## src/rtl/spi_adc_dual_rx_if.sv

```systemverilog
// Request/result handshake between the dual-channel ADC reader and its consumer.
// master: issues start and receives samples; slave: the SPI reader.
interface spi_adc_dual_rx_if;
  logic        start;
  logic        busy;
  logic        done;
  logic [11:0] data1;
  logic [11:0] data2;
  logic        frame_err;

  modport master (output start, input busy, done, data1, data2, frame_err);
  modport slave  (input start, output busy, done, data1, data2, frame_err);
endinterface

```

## src/rtl/spi_adc_dual_rx.sv

```systemverilog
// Dual AD7476A-class reader: shared CS/SCLK, two data lines, 16-bit frames
// yielding two 12-bit samples plus a leading-zero violation flag.
module spi_adc_dual_rx #(
  parameter int CLK_DIV    = 4,
  parameter int FRAME_BITS = 16
) (
  input  logic                  clk,
  input  logic                  rst,
  spi_adc_dual_rx_if.slave      host,
  output logic                  cs_n,
  output logic                  sclk,
  input  logic                  sdata1,
  input  logic                  sdata2
);
  localparam int DATA_W = 12;
  localparam int DIV_W  = 8;
  localparam int BIT_W  = $clog2(FRAME_BITS);
  localparam logic [DIV_W-1:0] DIV_LAST = DIV_W'(CLK_DIV - 1);
  localparam logic [BIT_W-1:0] BIT_LAST = BIT_W'(FRAME_BITS - 1);

  typedef enum logic [2:0] {IDLE, SETUP, SHIFT, QUIET, DONE} state_t;

  state_t                  state, state_nxt;
  logic [DIV_W-1:0]        div_cnt, div_nxt;
  logic [BIT_W-1:0]        bit_cnt, bit_nxt;
  logic                    phase_hi, phase_nxt;
  logic                    div_end;
  logic [FRAME_BITS-1:0]   sr1, sr2;
  logic                    cs_n_d, sclk_d, busy_d, done_d, shift_en;

  assign div_end = (div_cnt == DIV_LAST);

  always_ff @(posedge clk or posedge rst) begin
    if (rst) begin
      state    <= IDLE;
      div_cnt  <= '0;
      bit_cnt  <= '0;
      phase_hi <= 1'b0;
    end else begin
      state    <= state_nxt;
      div_cnt  <= div_nxt;
      bit_cnt  <= bit_nxt;
      phase_hi <= phase_nxt;
    end
  end

  always_comb begin
    state_nxt = state;
    div_nxt   = div_cnt;
    bit_nxt   = bit_cnt;
    phase_nxt = phase_hi;
    case (state)
      IDLE: begin
        if (host.start) begin
          state_nxt = SETUP;
          div_nxt   = '0;
        end
      end
      SETUP: begin
        if (div_end) begin
          state_nxt = SHIFT;
          div_nxt   = '0;
          bit_nxt   = '0;
          phase_nxt = 1'b0;
        end else begin
          div_nxt = div_cnt + 1'b1;
        end
      end
      SHIFT: begin
        // Each bit period is a low half followed by a high half.
        if (div_end) begin
          div_nxt   = '0;
          phase_nxt = ~phase_hi;
          if (phase_hi) begin
            if (bit_cnt == BIT_LAST) state_nxt = QUIET;
            else                     bit_nxt   = bit_cnt + 1'b1;
          end
        end else begin
          div_nxt = div_cnt + 1'b1;
        end
      end
      QUIET: begin
        if (div_end) begin
          state_nxt = DONE;
          div_nxt   = '0;
        end else begin
          div_nxt = div_cnt + 1'b1;
        end
      end
      DONE:    state_nxt = IDLE;
      default: state_nxt = IDLE;
    endcase
  end

  always_comb begin
    cs_n_d   = 1'b1;
    sclk_d   = 1'b1;
    busy_d   = (state != IDLE);
    done_d   = 1'b0;
    shift_en = 1'b0;
    case (state)
      SETUP: cs_n_d = 1'b0;
      SHIFT: begin
        cs_n_d   = 1'b0;
        sclk_d   = phase_hi;
        // First cycle of a high half: the registered sclk rises on this edge.
        shift_en = phase_hi && (div_cnt == '0);
      end
      DONE:    done_d = 1'b1;
      default: ;
    endcase
  end

  // Output register stage: decoded state -> pins, samples and flags.
  always_ff @(posedge clk or posedge rst) begin
    if (rst) begin
      cs_n           <= 1'b1;
      sclk           <= 1'b1;
      host.busy      <= 1'b0;
      host.done      <= 1'b0;
      host.data1     <= '0;
      host.data2     <= '0;
      host.frame_err <= 1'b0;
    end else begin
      cs_n      <= cs_n_d;
      sclk      <= sclk_d;
      host.busy <= busy_d;
      host.done <= done_d;
      if (done_d) begin
        host.data1     <= sr1[DATA_W-1:0];
        host.data2     <= sr2[DATA_W-1:0];
        host.frame_err <= |{sr1[FRAME_BITS-1:DATA_W], sr2[FRAME_BITS-1:DATA_W]};
      end
    end
  end

  always_ff @(posedge clk) begin
    if (shift_en) begin
      sr1 <= {sr1[FRAME_BITS-2:0], sdata1};
      sr2 <= {sr2[FRAME_BITS-2:0], sdata2};
    end
  end
endmodule

```

## src/flat_wrapper.sv

```systemverilog
// flat-port wrapper written by rule: the top's interface ports become plain ports
module spi_adc_dual_rx_flat 
#(
  parameter int CLK_DIV    = 4,
  parameter int FRAME_BITS = 16
)
  (clk, rst, cs_n, sclk, sdata1, sdata2, host_start, host_busy, host_done, host_data1, host_data2, host_frame_err);
  spi_adc_dual_rx_if host_i ();
  input  logic clk;
  input  logic rst;
  output logic cs_n;
  output logic sclk;
  input  logic sdata1;
  input  logic sdata2;
  input wire logic [$bits(host_i.start)-1:0] host_start;
  output wire logic [$bits(host_i.busy)-1:0] host_busy;
  output wire logic [$bits(host_i.done)-1:0] host_done;
  output wire logic [$bits(host_i.data1)-1:0] host_data1;
  output wire logic [$bits(host_i.data2)-1:0] host_data2;
  output wire logic [$bits(host_i.frame_err)-1:0] host_frame_err;
  assign host_i.start = host_start;
  assign host_busy = host_i.busy;
  assign host_done = host_i.done;
  assign host_data1 = host_i.data1;
  assign host_data2 = host_i.data2;
  assign host_frame_err = host_i.frame_err;
  spi_adc_dual_rx #(.CLK_DIV(CLK_DIV), .FRAME_BITS(FRAME_BITS)) u_core (.clk(clk), .rst(rst), .host(host_i), .cs_n(cs_n), .sclk(sclk), .sdata1(sdata1), .sdata2(sdata2));
endmodule
```

## config.mk

```make
export PLATFORM = sky130hd
export DESIGN_NAME = spi_adc_dual_rx_flat
export DESIGN_NICKNAME = d
export VERILOG_FILES = /design/src/rtl/spi_adc_dual_rx_if.sv /design/src/rtl/spi_adc_dual_rx.sv /design/src/flat_wrapper.sv
export SDC_FILE = /design/constraint.sdc
export NUM_CORES = 1
export LEC_CHECK = 0
export BUFFER_PORTS_ARGS = -buffer_cell sky130_fd_sc_hd__buf_2
export CORE_MARGIN = 5
export CORE_UTILIZATION = 45
export CTS_CLUSTER_DIAMETER = 200
export DETAILED_ROUTE_END_ITERATION = 8
export SETUP_SLACK_MARGIN = 0.5
export SLEW_MARGIN = 10
export SYNTH_ARGS = -nofsm -noshare
export SYNTH_HDL_FRONTEND = slang
export SYNTH_SLANG_ARGS = --single-unit
```

## constraint.sdc

```tcl
create_clock -name clk -period 3.49 [get_ports clk]
set_clock_uncertainty 0.15 [all_clocks]
set_input_delay 0.5235 -clock clk [delete_from_list [all_inputs] [get_ports clk]]
set_output_delay 0.5235 -clock clk [all_outputs]
set_load 0.01 [all_outputs]
```

-- Yosys cells after proc, flatten, opt, wreduce, memory -nomap -nowiden
Cells that the tools add are included.
- register bits: 77
- input port bits: 5
- output and inout bits: 29
- word-level logic and storage cells: 64
- add/subtract/negate cells: 2
- eq/ne operators: 13
- mux-type cells: 22
- bitwise logic cells: 1
- reduce and logical (&&, ||, !) cells: 13
- operators by type and width (cell ; count):
    2-to-1 mux 3 bit ; 6
    2-to-1 mux 4 bit ; 4
    2-to-1 mux 8 bit ; 2
    case mux 8 bit (2 select lines) ; 1
    case mux 3 bit (4 select lines) ; 1
    != test 2 x 1 -> 1 bit (second input constant) ; 5
    adder 8 x 1 -> 8 bit (second input constant) ; 1
    == test 8 x 2 -> 1 bit (second input constant) ; 1
    zero test 8 bit ; 1
    case mux 4 bit (2 select lines) ; 1
    OR reduction 8 bit ; 1
    == test 3 x 2 -> 1 bit (second input constant) ; 2
    2-to-1 mux 1 bit ; 6
    AND reduction 6 bit ; 1
    AND reduction 5 bit ; 1
    adder 4 x 1 -> 4 bit (second input constant) ; 1
    == test 4 bit (second input constant) ; 1
    != test 2 bit (second input constant) ; 2
    nonzero test 2 bit ; 2
    == test 3 x 1 -> 1 bit (second input constant) ; 1
    == test 3 bit (second input constant) ; 1
    zero test 3 bit ; 1
    AND reduction 3 bit ; 1
    nonzero test 3 bit ; 1
    other kinds (6) ; 6

-- Longest topological paths before layout
Gate-level depths: netlist (run 1).
- word-level depth: 5
- depth in mapped cells: 6
- gate-level depth less buffers: 5

-- Least setup slack after synthesis (run 1)
No wires, ideal clock.
- path kind: flip-flop to flip-flop
- from: register u_core.state[0]
- to: register u_core.sr1[0] (enable)
- library setup time: 421 ps
- arrival: 2374 ps
- required time: 2919 ps
- path slack: 545 ps
- stages on the path, launching flop included: 5
- path buffers: 0
- cell sequence: dfrtp_1 > nand2b_1 > nor2_1 > nand3_1 > nor2_1
- cells in the longest elaborated chain, start to end: 2
- RTL lines (element ; RTL line ; text):
    from (decl) ; spi_adc_dual_rx.sv:23 ; state_t state, state_nxt;
    from (signal assigned) ; spi_adc_dual_rx.sv:40 ; state <= state_nxt;
    == test 3 x 2 -> 1 bit ; spi_adc_dual_rx.sv:101 ; case (state)
    2-to-1 mux 1 bit ; spi_adc_dual_rx.sv:101 ;
    via u_core.shift_en ; spi_adc_dual_rx.sv:29 ; logic cs_n_d, sclk_d, busy_d, done_d, shift_en;
    to (signal assigned) ; spi_adc_dual_rx.sv:139 ; sr1 <= {sr1[FRAME_BITS-2:0], sdata1};
    to (decl) ; spi_adc_dual_rx.sv:28 ; logic [FRAME_BITS-1:0] sr1, sr2;
The timed path passes the listed nets, and every way through them passes these cells.
A chain may end at the register's enable or synchronous reset.

-- Worst setup path after layout (run 1)
- from: register u_core.state[0]
- to: register u_core.sr2[6] (enable)
- cells in the longest elaborated chain, start to end: 2
- RTL lines (element ; RTL line ; text):
    == test 3 x 2 -> 1 bit ; spi_adc_dual_rx.sv:101 ;
    2-to-1 mux 1 bit ; spi_adc_dual_rx.sv:101 ;
    via u_core.shift_en ; spi_adc_dual_rx.sv:29 ;
    to (signal assigned) ; spi_adc_dual_rx.sv:140 ; sr2 <= {sr2[FRAME_BITS-2:0], sdata2};
    to (decl) ; spi_adc_dual_rx.sv:28 ;
The timed path passes the listed nets, and every way through them passes these cells.

==> qor.yml, run 1 <==
syn_inst: 197
diodes: 0
synthesis.area_um2: 2940
fin_util: 0.531
holdBufCountCts: 0
row_count: 29
final_cell_mix: "dfrtp_1 (43), buf_2 (33), edfxtp_1 (32)"
fin_nets: 246
vias_per_cell: 5.23
grt_pass1_vias: 1681
async_flop_share: 0.584
io_pins: 34
grt_first_pass_wirelength_mm: 8.08
regArea_um2: 2090
tightest_slew_ns: 0.944
dieArea_um2: 8240
initial_core_util: 0.462
rsz0062_at_grt: "no"
met3_usage: 0.0550
cp_slowest_stage_delay_ns: 0.70
coreArea_um2: 6350
fin_crit_ns: 2.47
post_cts_resized: 0
die_x_um: 90.8
slew_violations: 0
grt_util_met2: 0.177
finalSetupTns_ns: 0
cpMaxStageDelayCell: "nor2_4"
hpwlAfterDp_mm: 3.04
finalCritPeriodShare: 0.707
crit_buf_inv: 0
multi_input_area_um2: 820
place_ws_ns: 1.00
path_cells: "nand2b_1, nor2_1, nand3_1, nor2_4"
setup_ws_ns: 1.02
status: "completed"
cts_setup_buffers: 0
synthDistinctLibCells: 37
drive_gt1_frac: 0.337
clock-sinks: 77
antenna_found_initial: 0
setup_viol: 0
critPathArrivalTime_ns: 2.28
path_class: "flop to flop"
clk_pin_slew_ns: 0.07
via_count: 1674
worstPathRequired_ns: 3.31
synth_nets: 205
finalHoldViolCount: 0
first_pass_iters: 4
die_y_um: 90.8
fmax_mhz: 405
cp-start-kind: "flop"
syn_area_per_cell_um2: 14.9
num-fill-cells: 558
clk_latency_ns: 0.34
crit_fanout: 32
placedInstanceArea_um2: 3190
leakage_uw: 0.00148
synth_ff_type: "dfrtp_1"
wirelength_mm: 4.77
cts_tree: "done"
cts_root_buf: "clkbuf_8"
first_iter_violations: 129
pwr_density_cell_nw_per_um2: 657
mostFrequentLayoutCell: "dfrtp_1"
whs_ns: 0.207
grtUsageTotal: 0.125
cp_top_family: "simple AND/OR/NAND/NOR gates"
busiest_layer: "met2"
ys_seq_area_frac: 0.712
design_area_um2: 3370
cts_made_buffers: 9
wl_per_cell_um: 14.9
htreeDepth: 3
slew_headroom: 0.371
clock_path_buffers: 2
place_congestion: 0.761
cap_violations: 0
port_buffers: 33
hold_class: "input port to flop"
syn_to_final_growth_pct: 14.8
vdd.ir_drop.worst_v: 0.000366
overflow: 0
postRouteAntennaNets: 0
synth-seq-cells: 77
synth_edf_count: 32
ys_warn_count: 0
grtUsageMet1: 0.164
drc: 0
grt_max_degree: 46
cp-end-kind: "flop"
-- where the power goes --
part | total, µW | leakage, µW | switching, µW | internal [µW]
logic | 445 | 0.000505 | 249 | 196
registers | 1180 | 0.000886 | 113 | 1070
clock network | 592 | 0.0000897 | 317 | 275
total | 2210 | 0.00148 | 679 | 1540
-- cells in the mapped netlist (all sizes together) (4+ instances only) --
master	count	area, µm²
o21ai	12	60.1
dfrtp	43	1080
nand3	5	37.5
and3	5	31.3
nand2	13	48.8
a31oi	4	25.0
nor4	4	40.0
inv	4	15.0
mux2	25	285
edfxtp	32	961
nor2	13	48.8
-- layout make-up --
cell class | instances | share of cell area
clock inverters | 6 | 0.0115
repair buffers | 34 | 0.0512
well taps | 77 | 0.0286
multi-input cells | 112 | 0.243
clock buffers | 10 | 0.0408
flip-flops and latches | 77 | 0.620
inverters | 4 | 0.00446
-- stage by stage --
stage / std cells / power [µW]
2_1_floorplan: 197 / 1500
3_3_place_gp: 304 / 1640
3_5_place_dp: 304 / 1650
4_1_cts: 320 / 2250
5_1_grt: 320 / 2360
6_report: 320 / 2210
-- metal layers --
layer / part of all wire / up-vias
met5: 0 / -
met4: 0.019 / 0
met3: 0.051 / 9
met2: 0.45 / 35
met1: 0.48 / 818
li1: - / 812
-- logic make-up after synthesis --
family,Yosys count,synth area share
flops,77,0.712
simple gates,55,0.104
compound gates,25,0.0512
mux,25,0.0972
buf+inv,8,0.0115
xor+xnor,4,0.0119
fa+ha+maj,3,0.0128
-- worst paths after layout --
path,cells after the start,from,slack [ns],end
setup / recovery,4,u_core.state[0]$_DFFE_PP0P_,1.02,u_core.sr2[6]$_DFFE_PP_
min in group asynchronous,2,rst,0.23,u_core.host.data2[1]$_DFFE_PP0P_
hold reg to reg,0,u_core.sr1[6]$_DFFE_PP_,0.30,u_core.sr1[7]$_DFFE_PP_
hold / removal,1,sdata1,0.21,u_core.sr1[0]$_DFFE_PP_
max in group asynchronous,2,rst,2.36,u_core.host.data2[5]$_DFFE_PP0P_
setup reg to reg,4,u_core.state[0]$_DFFE_PP0P_,1.02,u_core.sr2[6]$_DFFE_PP_
-- sequential cells by signal, summed over array words and instances, names as in the netlist --
name                   count
u_core.phase_hi            1
u_core.cs_n                1
u_core.state               3
u_core.sr2                16
u_core.host.data2         12
u_core.div_cnt             8
u_core.sr1                16
u_core.host.done           1
u_core.bit_cnt             4
u_core.host.data1         12
u_core.host.busy           1
u_core.host.frame_err      1
u_core.sclk                1
No activity file was read; power rests on OpenSTA's default activity.
==> run 2, diff against run 1 <==
- PLACE_DENSITY: default -> 0.67
- clock period: 3.49 -> 2.15 ns (I/O delays scaled with it)
==> run 2 against run 1 <==
Critical path depth is 1 higher. Wire length is 20% higher. Clock-buffer cell count is 2 higher. Worst setup slack worse by 0.74 ns. First-iteration DRC count is 40% lower. Global-route usage is 1.6 points higher. Die area stayed put. Core utilization is 7.0 points higher. Sequential cell count stayed put. Fmax is 32% higher. Final cell count is 8.8% higher. Sequential power is 64% higher. Critical path type unchanged. Critical endpoint is now u_core.bit_cnt[0]$_DFFE_PP0P_. Largest power group unchanged.
==> qor.yml, run 2 (synthesis gave the netlist of run 1 again) <==
critPathArrivalTime_ns: 1.95
clock_path_buffers: 2
cp-start-kind: "flop"
clock-sinks: 77
pwr-share-clk: 0.255
wl_per_cell_um: 16.4
setup_viol: 0
slew_headroom: 0.733
clk_latency_ns: 0.35
power.switching_uw: 1230
antenna_found_initial: 0
busiest_layer: "met2"
finalCritPeriodShare: 0.869
leakage_uw: 0.00166
row_count: 29
swShare: 0.312
cts_tree: "done"
place_congestion: 0.869
final_cell_mix: "dfrtp_1 (35), buf_2 (33), edfxtp_1 (32)"
drc: 0
coreArea_um2: 6350
met3_usage: 0.0450
hold_class: "flop to flop"
pwr-share-comb: 0.255
drive_gt1_frac: 0.494
grt_pass1_vias: 1861
vdd.ir_drop.worst_v: 0.000574
wirelength_mm: 5.71
postRouteAntennaNets: 0
hpwlAfterDp_mm: 3.25
crit_fanout: 4
fin_crit_ns: 1.87
r2r_cells: 5
p_seq_frac: 0.490
rsz0062_at_grt: "yes"
status: "completed"
overflow: 0
dieArea_um2: 8240
whs_path_depth: 0
mostFrequentLayoutCell: "dfrtp_1"
grt_util_met2: 0.216
port_buffers: 33
first_pass_iters: 4
syn_to_final_growth_pct: 29.9
clk_pin_slew_ns: 0.07
fin_nets: 274
grt_max_degree: 33
path_class: "flop to flop"
grtUsageMet1: 0.178
first_iter_violations: 78
finalSetupTns_ns: 0
pwr_density_cell_nw_per_um2: 1030
worstPathRequired_ns: 2.23
cap_violations: 0
htreeDepth: 3
layoutNonFillerInstCount: 348
cp-end-kind: "flop"
slew_violations: 0
p_int_uw: 2710
via_count: 1841
cts_made_buffers: 9
grtUsageTotal: 0.141
tightest_slew_ns: 0.400
dpl.cell_count: 310
fmax_mhz: 535
initial_core_util: 0.462
rr_startpoint: "u_core.div_cnt[3]$_DFFE_PP0P_"
hp-start: "u_core.sr1[1]$_DFFE_PP_"
diodes: 0
die_y_um: 90.8
finalHoldViolCount: 0
die_x_um: 90.8
grt_first_pass_wirelength_mm: 9.06
cts_root_buf: "clkbuf_8"
largestRegisters: "u_core.sr1 x16, u_core.sr2 x16"
io_pins: 34
vias_per_cell: 5.29
cp-startpoint: "u_core.div_cnt[3]$_DFFE_PP0P_"
==> run 2: cell types whose count changed in the layout (fill, tap and decap cells not counted), sizes merged <==
cell / previous run / this run
clkinv: 5 / 2
dlygate4sd3: 0 / 3
buf: 34 / 57
inv: 4 / 5
clkbuf: 10 / 14
==> run 2: timing repair <==
item | 4_1_cts | 5_1_grt
pin swaps | 6 | 2
hold endpoints to repair | 19 | 0
gates resized for setup | 15 | 17
gates cloned | 1 | 3
endpoints found under the setup margin | 70 | 52
hold buffers | 3 | 0
buffers inserted | 9 | 6
==> run 2: worst max-delay path: stages, from the launching register on <==
cell and delay [ns]:
dfrtp_2 0.42, nor4_4 0.26, buf_4 0.19, nand3_4 0.08
or3_4 0.38, mux2_4 0.26
==> run 2: per-layer routing <==
layer,routed length (µm),part of all wire
met2,2670,0.47
met3,274,0.048
met1,2640,0.46
met5,0,0
met4,128,0.022
==> run 2: final timing paths <==
check	endpoint	slack, ns
worst min register to register	u_core.sr1[2]$_DFFE_PP_	0.29
worst max register to register	u_core.bit_cnt[0]$_DFFE_PP0P_	0.28
max in group asynchronous	u_core.div_cnt[3]$_DFFE_PP0P_	0.90
worst min-delay path	u_core.sr1[2]$_DFFE_PP_	0.29
worst max-delay path	u_core.bit_cnt[0]$_DFFE_PP0P_	0.28
min in group asynchronous	u_core.host.data2[9]$_DFFE_PP0P_	0.36
==> run 2: area by class of cell <==
type,instances,area (µm²)
inverter,4,15.0
tap,77,96.3
clock buffer,12,155
clock inverter,4,30.0
timing repair buffer,62,482
fill,485,2540
multi-input combinational,112,935
sequential,77,2100
==> run 2: power by group through the flow <==
stage                     Sequential (µW)  Clock, µW  Combinational, µW
after global placement               1940          0                746
after detailed placement             1950          0                760
after floorplan                      1970          0                480
final                                1930       1000               1010
after global routing                 1960       1090               1110
after CTS                            1920       1040                889
==> run 2: stage by stage <==
step / area, µm² / utilization / setup slack (ns) / hold slack (ns) / total power (µW)
6_report: 3810 / 0.600 / 0.281 / 0.295 / 3940
5_1_grt: 3810 / 0.600 / 0.239 / 0.302 / 4160
4_1_cts: 3650 / 0.575 / 0.264 / 0.297 / 3840
3_5_place_dp: 3290 / 0.518 / 0.162 / 0.189 / 2710
3_3_place_gp: 3290 / 0.518 / 0.181 / 0.188 / 2690
2_1_floorplan: 2980 / - / 0.110 / 0.270 / 2450
